`config.mk`:
```
export PLATFORM = sky130hd
export DESIGN_NAME = sm83_regfile
export DESIGN_NICKNAME = d
export VERILOG_FILES = /design/src/rtl/sm83_regfile.sv
export SDC_FILE = /design/constraint.sdc
export NUM_CORES = 1
export LEC_CHECK = 0
export CORE_ASPECT_RATIO = 0.8
export CORE_MARGIN = 2
export CORE_UTILIZATION = 28
export CTS_CLUSTER_DIAMETER = 50
export DETAILED_ROUTE_END_ITERATION = 6
export PLACE_DENSITY = 0.5
export RECOVER_POWER = 100
export SYNTH_ARGS = -nofsm -noshare
export SYNTH_HDL_FRONTEND = slang
export SYNTH_SLANG_ARGS = --single-unit
```
`constraint.sdc`:
```
create_clock -name clk -period 5.5 [get_ports clk]
set_input_delay 1.375 -clock clk [delete_from_list [all_inputs] [get_ports clk]]
set_output_delay 1.375 -clock clk [all_outputs]
set_load 0.01 [all_outputs]
```
`src/rtl/sm83_regfile.sv`:
```
// SM83 register file: r8 bank, W/Z temporaries, IR, F, PC and SP, plus the
// bus address/data muxing that the control sequencer drives each cycle.
package sm83_pkg;
  typedef enum logic [2:0] {
    AS_PC   = 3'd0,
    AS_GP16 = 3'd1,
    AS_SP   = 3'd2,
    AS_WZ   = 3'd3,
    AS_FF_C = 3'd4,
    AS_NONE = 3'd5
  } addr_sel_t;

  typedef struct packed {
    logic       z;
    logic       n;
    logic       h;
    logic       c;
    logic [3:0] rsvd;
  } flags_t;
endpackage

module sm83_regfile
  import sm83_pkg::*;
(
  input  logic        clk,
  input  logic        rst,
  input  logic        inc_pc,
  input  logic        inc_r16,
  input  logic        dec_r16,
  input  logic        wz_to_pc,
  input  logic        mem_to_z,
  input  logic        mem_to_w,
  input  logic        mem_to_ir,
  input  logic        mem_to_r8,
  input  logic        capture_alu_res,
  input  logic        alu_op_a_r8,
  input  logic        update_flags,
  input  logic        r8_to_mem,
  input  logic        z_to_mem,
  input  logic        pch_to_mem,
  input  logic        pcl_to_mem,
  input  logic        wz_to_r16,
  input  logic        halt,
  input  addr_sel_t   addr_sel,
  input  logic [2:0]  dst_r8,
  input  logic [2:0]  src_r8,
  input  logic [1:0]  r16_sel,
  input  logic [7:0]  alu_res,
  input  flags_t      alu_flags,
  input  logic        alu_no_wb,
  input  logic [7:0]  mem_rdata,
  output logic [15:0] mem_addr,
  output logic [7:0]  mem_wdata,
  output logic        mem_rd,
  output logic        mem_we,
  output logic [7:0]  ir,
  output flags_t      flags,
  output logic [7:0]  alu_a,
  output logic [7:0]  alu_b,
  output logic [15:0] pc,
  output logic [15:0] sp
);
  localparam logic [2:0] IDX_HL_Z = 3'd6;
  localparam logic [2:0] IDX_A    = 3'd7;

  // Slot 6 of the bank is never written; reads of index 6 are redirected to Z.
  logic [7:0]  r8_q [8];
  logic [7:0]  r8_d [8];
  logic [7:0]  w_q, w_d, z_q, z_d, ir_q, ir_d;
  logic [3:0]  f_q, f_d;
  logic [15:0] pc_q, pc_d, sp_q, sp_d;

  logic [15:0] pair_v [4];
  logic [15:0] r16_tgt, r16_new;
  logic [7:0]  r8_wval;
  logic        r8_wen;

  always_comb begin
    pair_v[0] = {r8_q[0], r8_q[1]};
    pair_v[1] = {r8_q[2], r8_q[3]};
    pair_v[2] = {r8_q[4], r8_q[5]};
    pair_v[3] = sp_q;
  end

  assign alu_a = r8_q[IDX_A];
  assign alu_b = (src_r8 == IDX_HL_Z) ? z_q : r8_q[src_r8];
  assign ir    = ir_q;
  assign pc    = pc_q;
  assign sp    = sp_q;
  assign flags = flags_t'({f_q, 4'h0});

  always_comb begin
    mem_addr = pc_q;
    case (addr_sel)
      AS_PC:   mem_addr = pc_q;
      AS_GP16: mem_addr = pair_v[r16_sel];
      AS_SP:   mem_addr = sp_q;
      AS_WZ:   mem_addr = {w_q, z_q};
      AS_FF_C: mem_addr = {8'hFF, r8_q[1]};
      default: mem_addr = pc_q;
    endcase
  end

  assign mem_rd = (mem_to_z | mem_to_w | mem_to_ir | mem_to_r8) &
                  (addr_sel != AS_NONE) & ~halt & ~rst;
  assign mem_we = (r8_to_mem | z_to_mem | pch_to_mem | pcl_to_mem) & ~halt & ~rst;

  always_comb begin
    if (pch_to_mem)      mem_wdata = pc_q[15:8];
    else if (pcl_to_mem) mem_wdata = pc_q[7:0];
    else if (z_to_mem)   mem_wdata = z_q;
    else                 mem_wdata = alu_b;
  end

  always_comb begin
    r8_d    = r8_q;
    w_d     = w_q;
    z_d     = z_q;
    ir_d    = ir_q;
    f_d     = f_q;
    pc_d    = pc_q;
    sp_d    = sp_q;
    r16_tgt = (addr_sel == AS_SP) ? sp_q : pair_v[r16_sel];
    r16_new = r16_tgt;
    r8_wen  = capture_alu_res | mem_to_r8;
    r8_wval = capture_alu_res ? alu_res : mem_rdata;

    if (!halt) begin
      if (mem_to_z) z_d = mem_rdata;
      if (mem_to_w) w_d = mem_rdata;
      if (mem_to_ir && addr_sel == AS_PC) ir_d = mem_rdata;

      if (wz_to_pc)    pc_d = {w_q, z_q};
      else if (inc_pc) pc_d = pc_q + 16'd1;

      // Inc and dec together cancel, leaving the target untouched.
      if (inc_r16 && !dec_r16)      r16_new = r16_tgt + 16'd1;
      else if (dec_r16 && !inc_r16) r16_new = r16_tgt - 16'd1;
      if (inc_r16 ^ dec_r16) begin
        if (addr_sel == AS_SP || r16_sel == 2'd3) sp_d = r16_new;
        else {r8_d[{r16_sel, 1'b0}], r8_d[{r16_sel, 1'b1}]} = r16_new;
      end

      if (r8_wen && dst_r8 != IDX_HL_Z) r8_d[dst_r8] = r8_wval;

      if (wz_to_r16) begin
        if (r16_sel == 2'd3) sp_d = {w_q, z_q};
        else {r8_d[{r16_sel, 1'b0}], r8_d[{r16_sel, 1'b1}]} = {w_q, z_q};
      end

      // A result from the ALU path wins over any r8 write landing on A.
      if (alu_op_a_r8 && !alu_no_wb) r8_d[IDX_A] = alu_res;
      if (update_flags) f_d = {alu_flags.z, alu_flags.n, alu_flags.h, alu_flags.c};
    end
  end

  always_ff @(posedge clk or posedge rst) begin
    if (rst) begin
      r8_q <= '{default: 8'h00};
      w_q  <= 8'h00;
      z_q  <= 8'h00;
      ir_q <= 8'h00;
      f_q  <= 4'h0;
      pc_q <= 16'h0000;
      sp_q <= 16'hFFFE;
    end else begin
      r8_q <= r8_d;
      w_q  <= w_d;
      z_q  <= z_d;
      ir_q <= ir_d;
      f_q  <= f_d;
      pc_q <= pc_d;
      sp_q <= sp_d;
    end
  end
endmodule

```
Word-level counts from Yosys, hierarchy flattened
Index checks and enable logic that the tools add are counted.
Widths: inputs -> output; s select.
{ "op_classes": {"n_shift": 0, "addsub": 3, "n_reduce_logical": 19, "n_div": 0, "eq_ne": 8, "n_lt_le_gt_ge": 8, "bitwise_logic": 20, "muxes": 41, "n_mul": 0} }
{ "op_table": {"columns": ["op", "count"], "rows": [
  ["$mux 64", 7],
  ["$bwmux 64", 5],
  ["$mux 16", 12],
  ["$mux 8", 11],
  ["$demux 8 s3", 3],
  ["$pmux 16 s4", 1],
  ["$add 16x1->16 const B", 2],
  ["$bmux 16 s2", 1],
  ["$bmux 8 s3", 1],
  ["$ge 4x4->1 const B", 4],
  ["$not 3->4", 4],
  ["$sub 16x1->16 const B", 1],
  ["$lt 4x1->1 const B", 3],
  ["$reduce_and 2->1", 5],
  ["$logic_and 1x1->1", 8],
  ["$or 1x1->1", 7],
  ["$eq 3x2->1 const B", 2],
  ["$eq 3x3->1 const B", 2],
  ["$ne 3x3->1 const B", 2],
  ["$and 1x1->1", 5],
  ["$eq 3x1->1 const B", 1],
  ["$ge 3x3->1 const B", 1],
  ["$logic_not 1->1", 3],
  ["$logic_not 3->1", 1],
  ["other kinds (6)", 7]
]} }
{ "word_totals": {"output_inout_bits": 90, "romBits": 0, "ramBits": 0, "register_bits": 124, "n_memories": 0, "latch_bits": 0, "word_cells": 113} }

Logic depth before layout (Yosys ltp)
Gate-level depths: netlist (run 1).
{ "logic_depth": {"depth_word": 22, "depth_mapped": 14, "depth_no_buf": 11} }

Worst setup path before layout (run 1)
OpenSTA, ideal clock, no wires.
{ "synth_path": {"kind": "input -> output", "start": "in src_r8[1]", "end": "out mem_wdata[0]", "path_slack_ns": 0.718, "stages": 8, "n_path_buf": 2, "arrival_ns": 3.407, "path_cell_list": "clkbuf_1 > buf_1 > mux4_2 > mux2_2 > mux2i_1 > nor2_1 > a211oi_1 > a21oi_1"} }
{ "synth_via": {"elab_chain_len": 8} }
{ "synth_rtl": {"columns": ["item", "line_no", "source"], "rows": [
  ["start: declaration", "46", "input logic [2:0] src_r8,"],
  ["$not 3->4 (not written as such)", "86", "assign alu_b = (src_r8 == IDX_HL_Z) ? z_q : r8_q[src_r8];"],
  ["$bmux 8 s3", "86", null],
  ["$mux 8 (not written as such) (2 in series)", "86", null],
  ["$mux 8 *", "86", null],
  ["named net alu_b[0]", "59", "output logic [7:0] alu_b,"],
  ["$mux 8 *", "111", "else if (z_to_mem) mem_wdata = z_q;"],
  ["$mux 8 *", "110", "else if (pcl_to_mem) mem_wdata = pc_q[7:0];"],
  ["$mux 8 *", "109", "if (pch_to_mem) mem_wdata = pc_q[15:8];"],
  ["end: declaration", "53", "output logic [7:0] mem_wdata,"]
]} }
Mark *: on every way through the listed nets, which the timed path passes. The rest lies on a longest branch. The select of a mux whose other input is x is not followed.

Worst setup path in the final report (run 1)
{ "layout_path": {"start": "in src_r8[0]", "end": "out mem_wdata[2]"} }
{ "layout_via": {"elab_chain_len": 8} }
{ "layout_rtl": {"columns": ["item", "line_no"], "rows": [
  ["$not 3->4 (not written as such)", "86"],
  ["$bmux 8 s3", "86"],
  ["$mux 8 (not written as such) (2 in series)", "86"],
  ["$mux 8 *", "86"],
  ["$mux 8 *", "111"],
  ["$mux 8 *", "110"],
  ["$mux 8 *", "109"]
]} }
Every way passes the cells marked *; elsewhere a longest branch is shown, timed or not. The select of a mux whose other input is x is not followed.

==> metrics.yaml, run 1 <==
cp_data_required_time_ps: 4120
syn-instance-count: 1133
slew_violations: 207
yosysSeqAreaShare_pct: 30.68
drt_pre_antenna_iters: 6
hold_viol: 0
cts_sinks: 116
crit_path_start: "src_r8[0]"
worstRegToRegCells: 7
portBuffers: 136
yosys-top-cells-area: "sky130_fd_sc_hd__dfrtp_1 (27%), sky130_fd_sc_hd__mux4_2 (7.6%), sky130_fd_sc_hd__mux2_2 (6.0%), sky130_fd_sc_hd__a21oi_1 (5.8%), sky130_fd_sc_hd__o21ai_0 (4.8%)"
grt_util_overall_pct: 23.91
vdd_ir_drop_max_uv: 258.3
holdCritStartpoint: "ir[0]$_DFFE_PP0P_"
drt-total-wl_um: 42520
cts.path.max_buffers: 2
fin_nets: 1263
failed_checks: "capacitance limit, slew limit"
drc_errors: 0
synth-edff-count: 0
final_cells: 1650
clock-skew-final_ps: 11.51
die_y_um: 169.0
tritoncts: "built"
crit_path_end_kind: "output port"
hold_path_depth: 1
timing.critical_path.fanout_max: 16
number_of_global_route_vias_before_repair: 9217
h-tree-depth: 4
floorplan.die_area_mm2: 0.03552
grt_antenna_before_repair: 0
placed_wire_length_estimate_after_detailed_placement_um: 31930
routed-via-count: 9892
synth.largest_area_cell: "sky130_fd_sc_hd__dfrtp_1"
vias_per_cell: 5.995
layout-area-overhead-vs-synth_pct: 23.11
post-place-cells: 1618
final.min_clock_period_ps: 5442
synthesis.area_mm2: 0.009524
clock_tree.root_cell: "sky130_fd_sc_hd__clkbuf_16"
die_width_um: 210.2
yosys_most_used_dff: "sky130_fd_sc_hd__dfrtp_1"
fin_setup_tns_ps: 0
hold_buffers: 0
filler_cell_count: 3470
reg2reg_setup_slack_ps: 2080
drtIter0Drc: 1250
floorplan.initialDensity_pct: 28.38
cts_post_setup_buffers_inserted: 0
layout.cells.most_common: "sky130_fd_sc_hd__nor2_1"
route.detailed.wl_per_inst_um: 25.77
yosysTopAreaCellShare_pct: 26.54
leakagePower_nw: 4.446
rr_endpoint: "pair_v[41]$_DFFE_PP0N_"
synth.avg_cell_area_um2: 8.406
outcome: "finished, violations left"
ys_warn_count: 0
layout_common_cells: "sky130_fd_sc_hd__nor2_1 (116), sky130_fd_sc_hd__a21oi_1 (110), sky130_fd_sc_hd__nand2_1 (102)"
antenna_left: 0
core_region_area_mm2: 0.03356
timing.fmax_mhz: 183.7
cts_resized: 0
startpoint_type: "input pin"
critical_path.reg2reg.startpoint: "pair_v[53]$_DFFE_PP0N_"
grt_max_degree: 88
grt_pass1_wl_um: 62890
worst_skew_pair.late_latency_ps: 440
setup_viol_count_final: 0
yosys.cell_types.count: 65
setup_crit_path_kind: "in2out"
asyncSetResetFlopFracSynth_pct: 100.0
grt_overflow_total: 0
min_delay_worst_endpoint: "ir[0]$_DFFE_PP0P_"
num_antenna_cells: 0
clock_transition_at_the_register_clock_pins_on_the_worst_setup_and_hold_paths_after_cts_ps: 60
floorplan.io_pins: 145
power_density_mw_per_mm2: 357.6
maxCapViolCount: 3
hold_path.class: "reg2reg"
multi_input_area_mm2: 0.005926
cp_data_arrival_time_ps: 4070
worst_slew_margin_rel_pct: -88.67
place.gp.congestion: 0.9384
rsz0062_at_grt: "no"
finalCritPeriodShare_pct: 98.95
worst_margin_pin_slew_ps: 2815
final_layout_size_suffix_gt1_share_pct: 13.82
number_of_buffers_added_by_the_clock_tree_synthesis_step: 17
flip_flop_and_latch_count_after_synthesis: 116
seqCellArea_mm2: 0.002922
rows: 60
[cells by family (layout without fill, tap and decap cells)]
kind of cell,after synthesis,count (layout),share of synthesized area [%]
other,1,4,0.03937
and+or+nand+nor,342,342,16.57
xor gates and xnor gates,15,15,1.379
adders and majority gates,5,5,0.6569
DFF,116,116,30.68
buffers and inverters,140,220,6.950
muxes,121,121,18.02
AOI/OAI and AO/OA,393,393,25.71
[metrics by stage]
stage	hold slack [ps]	total power (W)	utilization, %	cell area, um^2	setup slack, ps
after global placement	490.2	0.003055	33.35	11190	56.29
after floorplan	467.5	0.002245	-	9535	717.7
final	507.3	0.004193	34.94	11730	57.55
after global routing	533.6	0.004372	34.94	11730	9.450
after CTS	515.0	0.004216	35.12	11780	90.80
after detailed placement	500.2	0.003061	33.35	11190	89.54
[flip-flops by register name, summed over array words and instances (netlist names)]
| register | count |
|---|---|
| f_q | 4 |
| ir | 8 |
| alu_a | 8 |
| pc | 16 |
| pair_v | 48 |
| sp | 16 |
| w_q | 8 |
| z_q | 8 |
[where the power goes]
part           internal [W]  switching (W)  total (W)
Sequential          0.00107       0.000397    0.00146
Clock              0.000681       0.000471    0.00115
Combinational      0.000716       0.000861    0.00158
Total               0.00246        0.00173    0.00419
[per-layer routing]
layer / GRT usage (%) / share of wire, % / vias up
li1: - / - / 4369
met1: 36.34 / 47 / 4882
met2: 32.97 / 40 / 583
met3: 5.733 / 10 / 58
met4: 7.000 / 2.4 / 0
met5: 0 / 0 / -
[synthesized netlist by cell type (5+ instances only)]
cell,count
sky130_fd_sc_hd__nor2_1,116
sky130_fd_sc_hd__a211oi_1,9
sky130_fd_sc_hd__buf_4,31
sky130_fd_sc_hd__nand2b_1,8
sky130_fd_sc_hd__o31ai_1,12
sky130_fd_sc_hd__nor4_1,9
sky130_fd_sc_hd__o22ai_1,23
sky130_fd_sc_hd__nand2_1,102
sky130_fd_sc_hd__or2_2,5
sky130_fd_sc_hd__o21ai_1,5
sky130_fd_sc_hd__xnor2_1,11
sky130_fd_sc_hd__nor2b_1,10
sky130_fd_sc_hd__ha_1,5
sky130_fd_sc_hd__o22a_1,13
sky130_fd_sc_hd__buf_1,12
sky130_fd_sc_hd__nand3_1,18
sky130_fd_sc_hd__a31oi_1,27
sky130_fd_sc_hd__o21ai_0,92
sky130_fd_sc_hd__o221ai_1,13
sky130_fd_sc_hd__mux4_2,32
sky130_fd_sc_hd__mux2_2,51
sky130_fd_sc_hd__inv_1,13
sky130_fd_sc_hd__nor3_1,30
sky130_fd_sc_hd__a21oi_1,110
sky130_fd_sc_hd__or4_1,6
sky130_fd_sc_hd__a21o_1,9
sky130_fd_sc_hd__dfstp_2,15
sky130_fd_sc_hd__and3_1,11
sky130_fd_sc_hd__dfrtp_1,101
sky130_fd_sc_hd__and2_1,7
sky130_fd_sc_hd__a22oi_1,44
sky130_fd_sc_hd__a311oi_1,10
sky130_fd_sc_hd__mux2i_1,34
sky130_fd_sc_hd__clkbuf_1,77
[how the worst max path moves through the flow]
stage,endpoint,slack [ps],cells after the start
global route,mem_wdata[2],9,8
floorplan,mem_wdata[0],720,8
finish,mem_wdata[2],60,8
global placement,mem_wdata[3],60,9
detailed placement,mem_wdata[3],90,9
CTS,mem_wdata[3],90,9
[cell type report]
cell class,count,area share [%]
Multi-Input combinational cell,880,50.54
Sequential cell,116,24.92
Timing Repair Buffer,174,14.40
Tap cell,434,4.631
Clock buffer,18,3.746
Clock inverter,14,1.313
Inverter,14,0.4589
[worst max-delay path: stages]
cell and delay, ps:
sky130_fd_sc_hd__clkdlybuf4s50_1 510, sky130_fd_sc_hd__buf_12 180, sky130_fd_sc_hd__mux4_2 530, sky130_fd_sc_hd__mux2_1 330
sky130_fd_sc_hd__mux2i_1 160, sky130_fd_sc_hd__o21ai_0 180, sky130_fd_sc_hd__mux2_2 330, sky130_fd_sc_hd__clkdlybuf4s50_1 470
No activity file was read; power rests on OpenSTA's default activity.
==> inputs of run 2 (changes only) <==
Settings changed: ABC_AREA set to 1.
==> metrics.yaml, run 2 <==
yosysSeqAreaShare_pct: 29.73  # -0.94 points
h-tree-depth: 4  # unchanged
outcome: "finished, violations left"
clock_tree.root_cell: "sky130_fd_sc_hd__clkbuf_16"
drt-total-wl_um: 47300  # +11%
grt_util_overall_pct: 25.93  # +2.0 points
timing.critical_path.fanout_max: 9  # -7
setup_crit_path_kind: "in2out"
yosys.cell_types.count: 43  # -34%
cp_data_arrival_time_ps: 4000  # -70 ps
final_layout_size_suffix_gt1_share_pct: 8.188  # -5.6 points
yosysTopAreaCellShare_pct: 25.72  # -0.81 points
maxCapViolCount: 2  # -1
slew_violations: 142  # -31%
critical_path.reg2reg.startpoint: "pair_v[48]$_DFFE_PP0N_"
timing.critical_path.slowest_stage_cell: "sky130_fd_sc_hd__clkdlybuf4s50_1"
clock_transition_at_the_register_clock_pins_on_the_worst_setup_and_hold_paths_after_cts_ps: 70  # about the same
die_width_um: 213.4  # +1.5%
yosysMostFrequentCell: "sky130_fd_sc_hd__nand2_1"
grt_antenna_before_repair: 1  # +1
worst_path_dominant_cell_family: "buffers and inverters"
ys_warn_count: 0  # unchanged
synthesis.area_mm2: 0.009826  # +3.2%
routed-via-count: 11380  # +15%
grt_pass1_wl_um: 68990  # +9.7%
rsz0062_at_grt: "no"
crit_path_end_kind: "output port"
antenna_left: 0  # unchanged
synth_commonest_cells: "sky130_fd_sc_hd__nand2_1 (362), sky130_fd_sc_hd__a21oi_1 (196), sky130_fd_sc_hd__inv_1 (179), sky130_fd_sc_hd__o21ai_0 (169), sky130_fd_sc_hd__nor2_1 (117)"
worst_margin_pin_slew_ps: 2999  # +184.3 ps
tritoncts: "built"
power_density_mw_per_mm2: 316.1  # -12%
filler_cell_count: 3799  # +9.5%
floorplan.initialDensity_pct: 28.36  # about the same
portBuffers: 136  # unchanged
hold_path_depth: 2  # +1
layout_common_cells: "sky130_fd_sc_hd__nand2_1 (367), sky130_fd_sc_hd__a21oi_1 (197), sky130_fd_sc_hd__o21ai_0 (193)"
cts_sinks: 116  # unchanged
totalPowerFinal_w: 0.003824  # -8.8%
cp_data_required_time_ps: 4120  # about the same
setup_viol_count_final: 0  # unchanged
worstRegToRegCells: 19  # +12
synth.avg_cell_area_um2: 6.311  # -25%
fin_setup_tns_ps: 0  # unchanged
rows: 61  # +1.7%
synth.largest_area_cell: "sky130_fd_sc_hd__dfrtp_1"
vdd_ir_drop_max_uv: 186.1  # -28%
placed_wire_length_estimate_after_detailed_placement_um: 35780  # +12%
layout-area-overhead-vs-synth_pct: 23.14  # about the same
leakagePower_nw: 5.562  # +25%
holdCritStartpoint: "ir[4]$_DFFE_PP0P_"
yosys_most_used_dff: "sky130_fd_sc_hd__dfrtp_1"
startpoint_type: "input pin"
hold_path.class: "reg2reg"
route.detailed.wl_per_inst_um: 22.16  # -14%
worst_skew_pair.late_latency_ps: 440  # about the same
grt_max_degree: 75  # -15%
drtIter0Drc: 1111  # -11%
number_of_buffers_added_by_the_clock_tree_synthesis_step: 17  # unchanged
grt_overflow_total: 0  # unchanged
largest_register_ff_count: 48  # unchanged
multi_input_area_mm2: 0.005584  # -5.8%
vias_per_cell: 5.332  # -11%
finalCritPeriodShare_pct: 97.65  # -1.3 points
cts.path.max_buffers: 2  # unchanged
place.gp.congestion: 1.048  # +12%
die_y_um: 171.6  # +1.5%
asyncSetResetFlopFracSynth_pct: 100.0  # unchanged
synth-edff-count: 0  # unchanged
drt_pre_antenna_iters: 6  # unchanged
layout.cells.most_common: "sky130_fd_sc_hd__nand2_1"
clock-skew-final_ps: 11.36  # -0.1454 ps
yosys-top-cells-area: "sky130_fd_sc_hd__dfrtp_1 (26%), sky130_fd_sc_hd__nand2_1 (14%), sky130_fd_sc_hd__a21oi_1 (10%), sky130_fd_sc_hd__o21ai_0 (8.6%), sky130_fd_sc_hd__inv_1 (6.8%)"
final.min_clock_period_ps: 5371  # -71.44 ps
seqCellArea_mm2: 0.002922  # unchanged
failed_checks: "capacitance limit, slew limit"
drc_errors: 0  # unchanged
timing.hold.ws_ps: 485.4  # -21.92 ps
worstPathBufferInverterCount: 5  # +2
fin_nets: 1708  # +35%
hold_viol: 0  # unchanged
path_cells: "clkdlybuf4s50_1 -> inv_1 -> nand3_2 -> inv_1 -> clkbuf_1 -> nand2_1 -> nand4_1 -> clkdlybuf4s50_1"
timing.fmax_mhz: 186.2  # +1.3%
core_region_area_mm2: 0.03465  # +3.3%
floorplan.io_pins: 145  # unchanged
syn-instance-count: 1557  # +37%
number_of_global_route_vias_before_repair: 10510  # +14%
floorplan.die_area_mm2: 0.03662  # +3.1%
critical_path_depth: 8  # unchanged
flip_flop_and_latch_count_after_synthesis: 116  # unchanged
reg2reg_setup_slack_ps: 2600  # +520 ps
worst_slew_margin_rel_pct: -100.1  # -11 points
crit_path_start: "addr_sel[0]"
hold_buffers: 0  # unchanged
crit_path_max_incr_delay_ps: 550  # +20 ps
run 2: cell count changes after synthesis, moves of 46 or more:
| cell | before | now |
|---|---|---|
| sky130_fd_sc_hd__a21oi_1 | 110 | 196 |
| sky130_fd_sc_hd__inv_1 | 13 | 179 |
| sky130_fd_sc_hd__mux2_2 | 51 | 4 |
| sky130_fd_sc_hd__nand2_1 | 102 | 362 |
| sky130_fd_sc_hd__o21ai_0 | 92 | 169 |
| sky130_fd_sc_hd__o21ai_1 | 5 | 51 |
run 2: cells by family after synthesis:
kind of cell	count (synthesis)	synth area share, %
AO/OA/AOI/OAI	512	28.66
XOR/XNOR	11	0.9805
adder cells (fa/ha/maj)	5	0.6367
buffers and inverters	304	13.31
flip-flops	116	29.73
multiplexers	4	0.4584
other	1	0.03817
AND/OR/NAND/NOR	604	26.18
run 2: where the power goes:
| group | total, W | internal (W) | switching (W) | leakage, nW |
|---|---|---|---|---|
| Combinational | 0.00140 | 0.000505 | 0.000892 | 3.92 |
| Sequential | 0.00124 | 0.00103 | 0.000218 | 1.34 |
| Clock | 0.00118 | 0.000653 | 0.000531 | 0.295 |
| Total | 0.00382 | 0.00218 | 0.00164 | 5.56 |
run 2: metal layers:
metal | global-route usage, % | routed length, um | vias up
met3 | 6.829 | 4743 | 62
met5 | 0 | 0 | -
met4 | 6.190 | 971 | 0
met2 | 38.13 | 19730 | 546
li1 | - | - | 5345
met1 | 37.48 | 21860 | 5426
run 2: repair_timing:
item / CTS / global route
setup buffers: 0 / 0
gates resized for setup: 0 / 3
endpoints found under the setup margin: 0 / 6
run 2: worst paths after layout:
check,to
hold / removal,ir[4]$_DFFE_PP0P_
min in group asynchronous,pc[9]$_DFFE_PP0P_
setup reg to reg,pair_v[54]$_DFFE_PP0N_
hold reg to reg,ir[4]$_DFFE_PP0P_
setup / recovery,mem_addr[6]
max in group asynchronous,pair_v[48]$_DFFE_PP0N_
run 2: stage by stage:
step,worst slack [ps],area (um^2),util [%],cells
2_1_floorplan,1077,9837,-,1560
3_3_place_gp,263.8,11550,33.35,2101
3_5_place_dp,221.1,11550,33.35,2101
4_1_cts,204.3,12160,35.08,2133
5_1_grt,39.71,12100,34.92,2134
6_report,129.0,12100,34.92,2134
run 2: cell type report:
type	count	share of cell area, %
diodes	1	0.02068
clock buffers	17	3.516
clock inverters	15	1.458
inverters	196	6.101
multi-input cells	1140	46.15
flip-flops and latches	116	24.15
well taps	472	4.881
repair buffers	177	13.72
run 2: worst reg2reg max path: cells and delay by family, from the launching register on:
family / cells / cell delay (ps)
buf+inv: 3 / 490
fa+ha+maj: 1 / 180
flops: 1 / 450
simple gates: 12 / 1340
compound gates: 3 / 370
==> inputs of run 3 (changes only) <==
Settings changed: CORE_MARGIN 2 to not set, SLEW_MARGIN set to 20.
==> metrics.yaml, run 3 (synthesis gave the netlist of run 2 again) <==
route.detailed.wl_per_inst_um: 22.50  # +1.5%
rr_endpoint: "pair_v[42]$_DFFE_PP0N_"
comb_power_share_pct: 36.7  # +0.2 points
clock_tree.root_cell: "sky130_fd_sc_hd__clkbuf_16"
outcome: "finished, violations left"
final.min_clock_period_ps: 5404  # +32.77 ps
finalCritPeriodShare_pct: 98.25  # +0.60 points
maxCapViolCount: 1  # -1
fin_nets: 1713  # +0.29%
timing.critical_path.fanout_max: 8  # -1
worstRegToRegCells: 19  # unchanged
clock_transition_at_the_register_clock_pins_on_the_worst_setup_and_hold_paths_after_cts_ps: 70  # about the same
layout-area-overhead-vs-synth_pct: 23.29
leakagePower_nw: 5.583  # +0.38%
grt_max_degree: 62  # -17%
portBuffers: 136  # unchanged
drc_errors: 0  # unchanged
cts_resized: 0  # unchanged
reg2reg_setup_slack_ps: 2540  # -60 ps
routed-via-count: 11320  # -0.56%
drt-total-wl_um: 47940  # +1.4%
cp_data_required_time_ps: 4120  # about the same
core_region_area_mm2: 0.03408  # -1.6%
startpoint_type: "input pin"
worst_skew_pair.late_latency_ps: 440  # about the same
crit_path_start: "addr_sel[0]"
cell_internal_pwr_w: 0.002188  # +0.21%
grt_util_overall_pct: 27.06  # +1.1 points
slew_violations: 61  # -57%
worst_margin_pin_slew_ps: 3115  # +116.4 ps
number_of_buffers_added_by_the_clock_tree_synthesis_step: 17  # unchanged
crit_path_end_kind: "output port"
vias_per_cell: 5.310  # -0.42%
netSwitchingFraction_pct: 42.51  # -0.39 points
hold_viol: 0  # unchanged
rsz0062_at_grt: "no"
failed_checks: "capacitance limit, slew limit"
layout_common_cells: "sky130_fd_sc_hd__nand2_1 (364), sky130_fd_sc_hd__a21oi_1 (198), sky130_fd_sc_hd__inv_1 (180)"
timing.fmax_mhz: 185.1  # -0.61%
floorplan.io_pins: 145  # unchanged
setup_crit_path_kind: "in2out"
antenna_left: 0  # unchanged
placed_wire_length_estimate_after_detailed_placement_um: 36480  # +2.0%
worst_slew_margin_rel_pct: -108.8  # -8.7 points
tritoncts: "built"
die_width_um: 211.4  # -0.94%
clkPwrFrac_pct: 30.6  # -0.3 points
layout.cells.most_common: "sky130_fd_sc_hd__nand2_1"
setup_viol_count_final: 0  # unchanged
clock-skew-final_ps: 12.91  # +1.546 ps
hold_buffers: 0  # unchanged
grt_overflow_total: 0  # unchanged
grt_antenna_before_repair: 1  # unchanged
place.gp.congestion: 1.008  # -3.8%
post_dp_cell_area_mm2: 0.01160  # +0.36%
hold_path.class: "reg2reg"
vdd_ir_drop_max_uv: 188.7  # +1.4%
num_antenna_cells: 0  # -1
power.sequential.fraction_pct: 32.6  # about the same
cts.path.max_buffers: 2  # unchanged
final_layout_size_suffix_gt1_share_pct: 8.764  # +0.58 points
largest_register_ff_count: 48  # unchanged
floorplan.die_area_mm2: 0.03585  # -2.1%
cts_sinks: 116  # unchanged
power_density_mw_per_mm2: 314.2  # -0.59%
rows: 60  # -1.6%
fin_setup_tns_ps: 0  # unchanged
power_switching_w: 0.001618  # -1.4%
drtIter0Drc: 1150  # +3.5%
cts_post_setup_buffers_inserted: 0  # unchanged
final_design_area_no_fill_mm2: 0.01211  # +0.12%
number_of_global_route_vias_before_repair: 10820  # +3.0%
holdCritStartpoint: "sp[11]$_DFFE_PP1N_"
die_y_um: 169.6  # -1.2%
grt_pass1_wl_um: 70750  # +2.5%
drt_pre_antenna_iters: 5  # -1
h-tree-depth: 4  # unchanged
worstSetupEndpoint: "mem_addr[9]"
cp_data_arrival_time_ps: 4030  # +30 ps
critical_path.reg2reg.startpoint: "pair_v[48]$_DFFE_PP0N_"
floorplan.initialDensity_pct: 28.83  # +0.47 points
==> run 3: per-stage QoR <==
stage                     std cells  util (%)  setup WS, ps  total power [W]  hold WS [ps]
after floorplan                1560         -          1077         0.002002         453.0
after global placement         2099     34.02         279.3         0.002667         468.3
after detailed placement       2099     34.02         239.7         0.002666         471.3
after CTS                      2131     35.72         200.8         0.003843         488.2
after global routing           2131     35.54         18.20         0.004001         508.9
final                          2131     35.54         96.22         0.003806         484.2
==> run 3: worst min-delay path by stage <==
stage                    endpoint  slack, ps  depth (start not counted)
2_1_floorplan  w_q[2]$_DFFE_PP0P_        450                          2
3_3_place_gp   w_q[3]$_DFFE_PP0P_        470                          2
3_5_place_dp   sp[11]$_DFFE_PP1N_        470                          2
4_1_cts        sp[11]$_DFFE_PP1N_        490                          2
5_1_grt        sp[13]$_DFFE_PP1N_        510                          2
6_report       sp[11]$_DFFE_PP1N_        480                          2
==> run 3: power by group through the flow <==
stage	clock [W]	sequential (W)	combinational (W)
final	0.00117	0.00124	0.00140
after detailed placement	0	0.00125	0.00142
after floorplan	0	0.00117	0.000833
after global placement	0	0.00125	0.00141
after CTS	0.00118	0.00124	0.00143
after global routing	0.00122	0.00126	0.00153
==> run 3: final cells by class <==
cell class | instances | area, um^2
Clock buffer | 19 | 442.9
Clock inverter | 13 | 136.4
Fill cell | 3768 | 21970
Inverter | 196 | 739.5
Multi-Input combinational cell | 1140 | 5578
Sequential cell | 116 | 2922
Tap cell | 465 | 581.8
Timing Repair Buffer | 182 | 1714
==> run 3: worst max-delay path: stages <==
cell and delay (ps):
sky130_fd_sc_hd__clkdlybuf4s50_1 580, sky130_fd_sc_hd__inv_1 120, sky130_fd_sc_hd__nand3_1 370, sky130_fd_sc_hd__inv_1 280, sky130_fd_sc_hd__nand2_1 210, sky130_fd_sc_hd__nand2_1 70
sky130_fd_sc_hd__a211oi_1 290, sky130_fd_sc_hd__a21oi_1 100, sky130_fd_sc_hd__dlygate4sd3_1 630
==> run 3: layer usage <==
metal  vias up  GRT usage [%]  part of all wire (%)
li1       5357              -                     -
met1      5303          38.71                    46
met2       586          39.19                    41
met3        69          7.402                    10
met4         0          8.003                   2.4
met5         -              0                     0
